**config.mk**
```make
export PLATFORM = sky130hd
export DESIGN_NAME = key_event_fifo
export DESIGN_NICKNAME = d
export VERILOG_FILES = /design/src/rtl/key_event_fifo.sv
export SDC_FILE = /design/constraint.sdc
export NUM_CORES = 1
export LEC_CHECK = 0
export CELL_PAD_IN_SITES_DETAIL_PLACEMENT = 1
export CELL_PAD_IN_SITES_GLOBAL_PLACEMENT = 2
export CORE_MARGIN = 5
export CORE_UTILIZATION = 35
export DETAILED_ROUTE_END_ITERATION = 6
export PLACE_DENSITY_LB_ADDON = 0.1
export RECOVER_POWER = 100
export SLEW_MARGIN = 5
export SYNTH_ARGS = -nofsm -noshare
export SYNTH_HDL_FRONTEND = slang
export SYNTH_SLANG_ARGS = --single-unit
```
**constraint.sdc**
```tcl
create_clock -name clk -period 3.5 [get_ports clk]
set_clock_uncertainty 0.2 [all_clocks]
set_input_delay 1.05 -clock clk [delete_from_list [all_inputs] [get_ports clk]]
set_output_delay 1.05 -clock clk [all_outputs]
set_load 0.1 [all_outputs]
```
**src/rtl/key_event_fifo.sv**
```systemverilog
// Keyboard event FIFO. It queues debounced key bytes, can filter out release
// codes (8'h00), and latches a sticky overflow flag when an event is lost.
module key_event_fifo #(
   parameter int DEPTH     = 8,
   parameter bit DROP_ZERO = 1'b1
) (
   input  logic                     clk,
   input  logic                     nRST,
   input  logic                     keyReady,
   input  logic [7:0]               savedByte,
   input  logic                     rdReady,
   output logic                     rdValid,
   output logic [7:0]               rdData,
   output logic [$clog2(DEPTH):0]   count,
   output logic                     full,
   output logic                     empty,
   output logic                     overflow,
   input  logic                     clearOverflow
);

   localparam int AW = $clog2(DEPTH);
   localparam logic [AW:0]   DEPTH_C = (AW+1)'(DEPTH);
   localparam logic [AW:0]   CNT_ONE = (AW+1)'(1);
   localparam logic [AW-1:0] PTR_ONE = AW'(1);

   logic [7:0]    mem [DEPTH];
   logic [AW-1:0] wr_ptr_q, wr_ptr_d;
   logic [AW-1:0] rd_ptr_q, rd_ptr_d;
   logic [AW:0]   count_q, count_d;
   logic          overflow_q, overflow_d;

   logic wr_req, rd_fire, wr_fire, drop;

   // Occupancy comes from the counter; equal pointers are ambiguous.
   assign full     = (count_q == DEPTH_C);
   assign empty    = (count_q == '0);
   assign count    = count_q;
   assign overflow = overflow_q;
   assign rdValid  = !empty;
   assign rdData   = empty ? 8'h00 : mem[rd_ptr_q];

   always_comb begin
      wr_req  = keyReady && !(DROP_ZERO && (savedByte == 8'h00));
      rd_fire = rdValid && rdReady;
      // A pop in the same cycle frees the slot, so a full FIFO can still accept.
      wr_fire = wr_req && (!full || rd_fire);
      drop    = wr_req && full && !rd_fire;

      wr_ptr_d = wr_fire ? wr_ptr_q + PTR_ONE : wr_ptr_q;
      rd_ptr_d = rd_fire ? rd_ptr_q + PTR_ONE : rd_ptr_q;

      count_d = count_q;
      case ({wr_fire, rd_fire})
         2'b10:   count_d = count_q + CNT_ONE;
         2'b01:   count_d = count_q - CNT_ONE;
         default: count_d = count_q;
      endcase

      overflow_d = overflow_q;
      if (drop)
         overflow_d = 1'b1;
      else if (clearOverflow)
         overflow_d = 1'b0;
   end

   always_ff @(posedge clk) begin
      if (!nRST) begin
         wr_ptr_q   <= '0;
         rd_ptr_q   <= '0;
         count_q    <= '0;
         overflow_q <= 1'b0;
      end else begin
         wr_ptr_q   <= wr_ptr_d;
         rd_ptr_q   <= rd_ptr_d;
         count_q    <= count_d;
         overflow_q <= overflow_d;
      end
   end

   // Storage has no reset; stale contents are unreachable once pointers clear.
   always_ff @(posedge clk) begin
      if (nRST && wr_fire)
         mem[wr_ptr_q] <= savedByte;
   end

endmodule

```
==> results of run 1 <==
report_power, final:
part	switching (mW)	internal, mW	total (mW)
registers	0.0457	1.06	1.10
logic	1.06	0.528	1.59
clock network	0.312	0.329	0.641
kinds of logic after synthesis:
kind of cell	synth area share (%)
flops	68.5
simple gates	7.82
mux	14.6
buf+inv	2.45
compound gates	2.69
fa+ha+maj	2.57
xor+xnor	1.32
worst min-delay path by stage:
| stage | to | slack (ns) | cells after the start |
|---|---|---|---|
| after global placement | overflow$_SDFFE_PN0P_ | 0.26 | 2 |
| after CTS | overflow$_SDFFE_PN0P_ | 0.29 | 2 |
| after global routing | overflow$_SDFFE_PN0P_ | 0.31 | 2 |
| final | overflow$_SDFFE_PN0P_ | 0.28 | 2 |
| after detailed placement | overflow$_SDFFE_PN0P_ | 0.27 | 2 |
| after floorplan | wr_ptr_q[2]$_SDFFE_PN0P_ | 0.27 | 2 |
what timing repair did:
action                     CTS  global route
gates resized for setup      5             5
pin swaps                    0             0
setup endpoints to repair   11            10
buffers inserted             0             0
registers in the layout (all words and copies together), names as in the netlist, named ones only:
signal	flops
count	4
mem	64
overflow	1
rd_ptr_q	3
wr_ptr_q	3
routing by layer:
metal / part of all wire (%) / global-route usage, % / vias up
li1: - / - / 824
met1: 42 / 16.3 / 929
met2: 55 / 25.4 / 30
met3: 2.3 / 2.45 / 7
met4: 0.93 / 5.27 / 0
met5: 0 / 0 / -
worst min-delay path, cell delays in order, from the launching register on:
cell      delay, ns
dfxtp_1        0.31
nand2b_1       0.06
a21boi_1       0.05
placed cells by master, fill, tap and decap left out, types with 2 or more instances in the layout:
cell type	count
and2_1	5
buf_12	15
buf_4	11
clkbuf_1	15
clkbuf_8	9
clkdlybuf4s50_1	6
clkinv_2	2
clkinvlp_4	2
dfxtp_1	10
dfxtp_4	4
dlygate4sd2_1	3
edfxtp_1	64
ha_1	4
inv_1	6
mux2i_1	11
mux4_2	16
nand2_1	7
nand2b_1	4
nand3_1	4
nor2_1	4
nor2_4	8
nor3_1	6
o21ai_0	2
o21ai_1	3
or4_4	3
xnor2_1	2
metrics by stage:
step	hold slack, ns	total power, mW	setup TNS, ns
detailed placement	0.270	2.74	-11.95
CTS	0.286	3.38	0
floorplan	0.271	2.24	-1.59
finish	0.276	3.33	0
global placement	0.261	2.71	-7.54
global route	0.310	3.47	-0.00959
area by class of cell:
| cell class | instances | area share (%) |
|---|---|---|
| timing repair buffer | 48 | 12.8 |
| sequential | 78 | 53.9 |
| inverter | 7 | 0.731 |
| clock inverter | 4 | 1.16 |
| clock buffer | 12 | 3.29 |
| tap | 111 | 3.38 |
| multi-input combinational | 95 | 24.7 |
==> results.md, run 1 <==
* Filler cells at between 900 and 1000
* Worst r2r dst: count[3]$_SDFFE_PN0P_
* Data required time of the worst path at around 3.5 ns
* HPWL after detailed placement at ~5000 µm
* Mapped Cells at between 150 and 200
* DRT Wirelength at approximately 7300 µm
* Worst-path cell with the longest stage delay: or4_4
* Via density at roughly 5
* Finished Core Util at between 40 and 50%
* Reg2Reg Launch Point: count[3]$_SDFFE_PN0P_
* Peak supply drop at 466 µV
* Part of the cycle the worst path needs at a little under 100%
* Worst setup path end: count[2]$_SDFFE_PN0P_
* CTS Sinks at a little under 80
* Cell Area, Placed at between 3000 and 4000 µm²
* Top-area cell type share of the netlist area at between 50% and 60%
* Root cell of the clock tree: clkbuf_8
* Register area at around 2200 µm²
* Ant. Diodes at 0
* Max-slew violations at 0
* Area of the multi-input gates at 1020 µm²
* Syn Nets at approximately 210
* Synth warnings at 0
* Layout area overhead at 27.9%
* Final hold vios at 0
* P_leak at approximately 1.3 nW
* CP Max Fanout at 3
* CP startpoint kind: input pin
* Seq/Total Area, Yosys at 68.5%
* Count leader, synth: edfxtp_1
* Reg clk slew, reported paths at 0.08 ns
* # DRC at 0
* Top_reg_cell synth: edfxtp_1
* Tightest Pin Transition at about 1.2 ns
* Core ar. at roughly 9000 µm²
* Achievable clock frequency at between 200 and 300 MHz
* DR pass1 iterations at 4
* Place WS at -0.536 ns
* Routed len/inst at just over 20 µm
* First-pass GRT wire length at 11500 µm
* CP endpoint kind: flop
* Fin cells at about 360
* Worst R2R Setup Slack at 0.87 ns
* Post-route cell area at between 4000 and 5000 µm²
* CP Class: input pin to flop
* EDFF count, synth at 64
* Power density over the cells at ~800 nW/µm²
* Top delay family on crit path: simple AND/OR/NAND/NOR gates
* Min-delay worst type: flop to flop
* Rows at 35
* Die Width at ~110 µm
* Synth Area per Inst at ~17 µm²
* Vias in the first global route at around 2000
* Max_cap viols at 0
* Via count at between 1500 and 2000
* DR iter-0 viols at ~40
* Post-route setup slack at between 0.1 and 0.15 ns
* Final Wtd Congestion at approximately 0.74
* DP Cell Count at 339
* GRT Overall Usage at around 14%
* Hold path startpoint: overflow$_SDFFE_PN0P_
* R2r worst-path depth at 8
* GR Overflow Total at 0
* Tmin final at 3.38 ns
* Htree depth at 3
* Final ANT Viol Nets at 0
* Async S/R FF share, synth at 0%
* WP buf/inv at 3
* Outcome: complete, no violations
* Total die area at around 11000 µm²
* Initial core utilization at a little over a third
* TritonCTS buffer count at 9
* CTS tree: done
* Setup crit start: savedByte[6]
* Cell Area, Synth at 3210 µm²
* Share of layout cells above drive strength 1 at between 30% and 40%
* Hold_buf cts at 0
* Crit-path cells: clkdlybuf4s50_1 > or4_4 > o221ai_4 > ha_4 > buf_4 > inv_1 > fa_1 > xor2_1 > o21ai_0 > and2_1
* Yosys reg bits at between 70 and 80
* Slowest cell delay on critical path at 0.57 ns
* Die Ht at about 110 µm
* Max-slew headroom at approximately 22%
* Initial antenna violation count at 0
* Nets at ~260
* Post-synth top cells: edfxtp_1 (64), mux4_2 (16), dfxtp_1 (14)
* Critical path arrival at around 3.4 ns
* Largest net degree at the start of global routing at 19
* Yosys cell types at 36
* I/O Buffers at 28
* Top post-synthesis cells by area: edfxtp_1 (60%), mux4_2 (11%), dfxtp_1 (8.7%)
* Ports at 29
* Area leader, netlist: edfxtp_1
* WP depth at 10
* Final setup vio count at 0
* Clk_lat worst skew at around 0.33 ns
* Buffer depth of the longest clock path at 2
Note: power is estimated with default switching activity, not from simulation.
==> inputs of run 2 (changes only) <==
Settings changed: GPL_TIMING_DRIVEN set to 0.
==> results.md, run 2 (same netlist as run 1, synthesis figures left out) <==
* Outcome: complete, no violations
* CTS Sinks at roughly 80
* RSZ-0062 raised after global routing: no
* GR Overflow Total at 0
* Post-route cell area at about 3900 µm²
* Sw Ratio at between 40% and 50%
* # DRC at 0
* DR iter-0 viols at 50
* Max-slew violations at 0
* Max_cap viols at 0
* CP endpoint kind: output port
* Via count at around 1700
* TritonCTS buffer count at 9
* Largest net degree at the start of global routing at 14
* Rows at 35
* Setup tns final at 0 ns
* Final ANT Viol Nets at 0
* Layout area overhead at 21.0%
* Fin cells at roughly 340
* Via density at around 5
* Vias in the first global route at ~1900
* Clock share of power at a little under a fifth
* Ant. Diodes at 0
* Finished Core Util at between 40% and 50%
* Tmin final at 3.42 ns
* Commonest cells after routing, fill and taps aside: edfxtp_1 (64), mux4_2 (16), dfxtp_1 (10), mux2i_1 (9), clkbuf_8 (9)
* Power density over the cells at roughly 800 nW/µm²
* Achievable clock frequency at 293 MHz
* Clk_lat worst skew at 0.34 ns
* P_leak at approximately 1.3 nW
* Power Internal at around 1.7 mW
* Most flops, register: mem
* Htree depth at 3
* First-pass GRT wire length at about 11000 µm
* Die Width at about 110 µm
* Max-slew headroom at approximately 23%
* I/O Buffers at 27
* DP Cell Count at between 300 and 400
* Final Wtd Congestion at about 0.71
* Commonest non-fill, non-tap cell in the layout: edfxtp_1
* Part of the power in registers at around 36%
* Post-route setup slack at a little over 0.08 ns
* GRT Overall Usage at about an eighth
* Max FFs per register at 64
* Peak supply drop at between 500 and 600 µV
* Gate power share at between 40 and 50%
* CP Max Fanout at 9
* Root cell of the clock tree: clkbuf_8
* P_sw at approximately 1.4 mW
* Hold_buf cts at 0
* Reg clk slew, reported paths at about 0.07 ns
* Part of the cycle the worst path needs at between 90% and 100%
* Total power at between 3 and 4 mW
* Routed len/inst at just under 20 µm
* Buffer depth of the longest clock path at 2
* Worst R2R Setup Slack at about 0.69 ns
* DRT Wirelength at roughly 6700 µm
* Core ar. at roughly 9000 µm²
* Place WS at -0.784 ns
* Initial antenna violation count at 0
* Share of layout cells above drive strength 1 at between 30% and 40%
* Initial core utilization at 35.3%
* Final setup vio count at 0
* CP Class: flop to output port
* Nets at 246
* CP startpoint kind: flop
* CTS tree: done
* Final hold vios at 0
* Tightest Pin Transition at between 1 and 1.5 ns
* DR pass1 iterations at 4
* WHS at around 0.28 ns
* HPWL after detailed placement at around 4700 µm
* Min-delay worst type: flop to flop
* Data required time of the worst path at about 2.3 ns
* Total die area at around 11000 µm²
* Die Ht at 106 µm
* Cell Area, Placed at 3720 µm²
* Ports at 29
* Critical path arrival at between 2 and 2.5 ns
run 2: cell count changes in the layout (fill, tap and decap cells not counted), moves of 4 or more:
cell | previous run | this run
clkdlybuf4s50_1 | 6 | 2
buf_12 | 15 | 0
dlygate4sd2_1 | 3 | 7
nor3_2 | 0 | 6
nor3_1 | 6 | 0
dlygate4sd3_1 | 1 | 6
clkbuf_1 | 15 | 3
run 2: path summary, 6_finish.rpt:
check	from	endpoint	cells after the start
hold / removal	overflow$_SDFFE_PN0P_	overflow$_SDFFE_PN0P_	2
setup reg to reg	count[3]$_SDFFE_PN0P_	count[3]$_SDFFE_PN0P_	9
setup / recovery	count[3]$_SDFFE_PN0P_	empty	3
hold reg to reg	overflow$_SDFFE_PN0P_	overflow$_SDFFE_PN0P_	2
run 2: per-layer routing:
layer | GRT usage, % | wire length (µm)
met1 | 15.9 | 2850
met2 | 21.6 | 3460
met3 | 3.80 | 288
met4 | 5.00 | 90
met5 | 0 | 0
run 2: area by class of cell:
cell class / instances / area [µm²]
clock inverters: 7 / 41.3
clock buffers: 9 / 124
well taps: 111 / 139
flip-flops and latches: 78 / 2220
inverters: 7 / 30.0
multi-input cells: 95 / 1040
repair buffers: 28 / 223
plain buffers: 8 / 70.1
fillers: 926 / 5220
run 2: repair_timing:
action	CTS	global route
buffers inserted	1	0
resized for setup	68	18
pin swaps	1	0
cloned	0	0
endpoints found under the setup margin	38	10
run 2: worst max-delay path, cell delays in order, from the launching register on:
cell and delay (ns):
dfxtp_4 0.36, or4_4 0.58, clkinvlp_4 0.37, buf_2 0.51
run 2: power by group through the flow:
| stage | clock network, mW | registers, mW | logic (mW) |
|---|---|---|---|
| floorplan | 0 | 1.22 | 1.02 |
| global placement | 0 | 1.11 | 1.42 |
| detailed placement | 0 | 1.12 | 1.44 |
| CTS | 0.590 | 1.10 | 1.41 |
| global route | 0.630 | 1.10 | 1.46 |
| finish | 0.572 | 1.09 | 1.39 |
==> inputs of run 3 (changes only) <==
Settings changed: CTS_BUF_LIST set to sky130_fd_sc_hd__clkbuf_2 sky130_fd_sc_hd__clkbuf_4 sky130_fd_sc_hd__clkbuf_8, CTS_CLUSTER_DIAMETER set to 60.
==> results of run 3 <==
The final DEF is identical to that of run 2; final timing and power are the same.
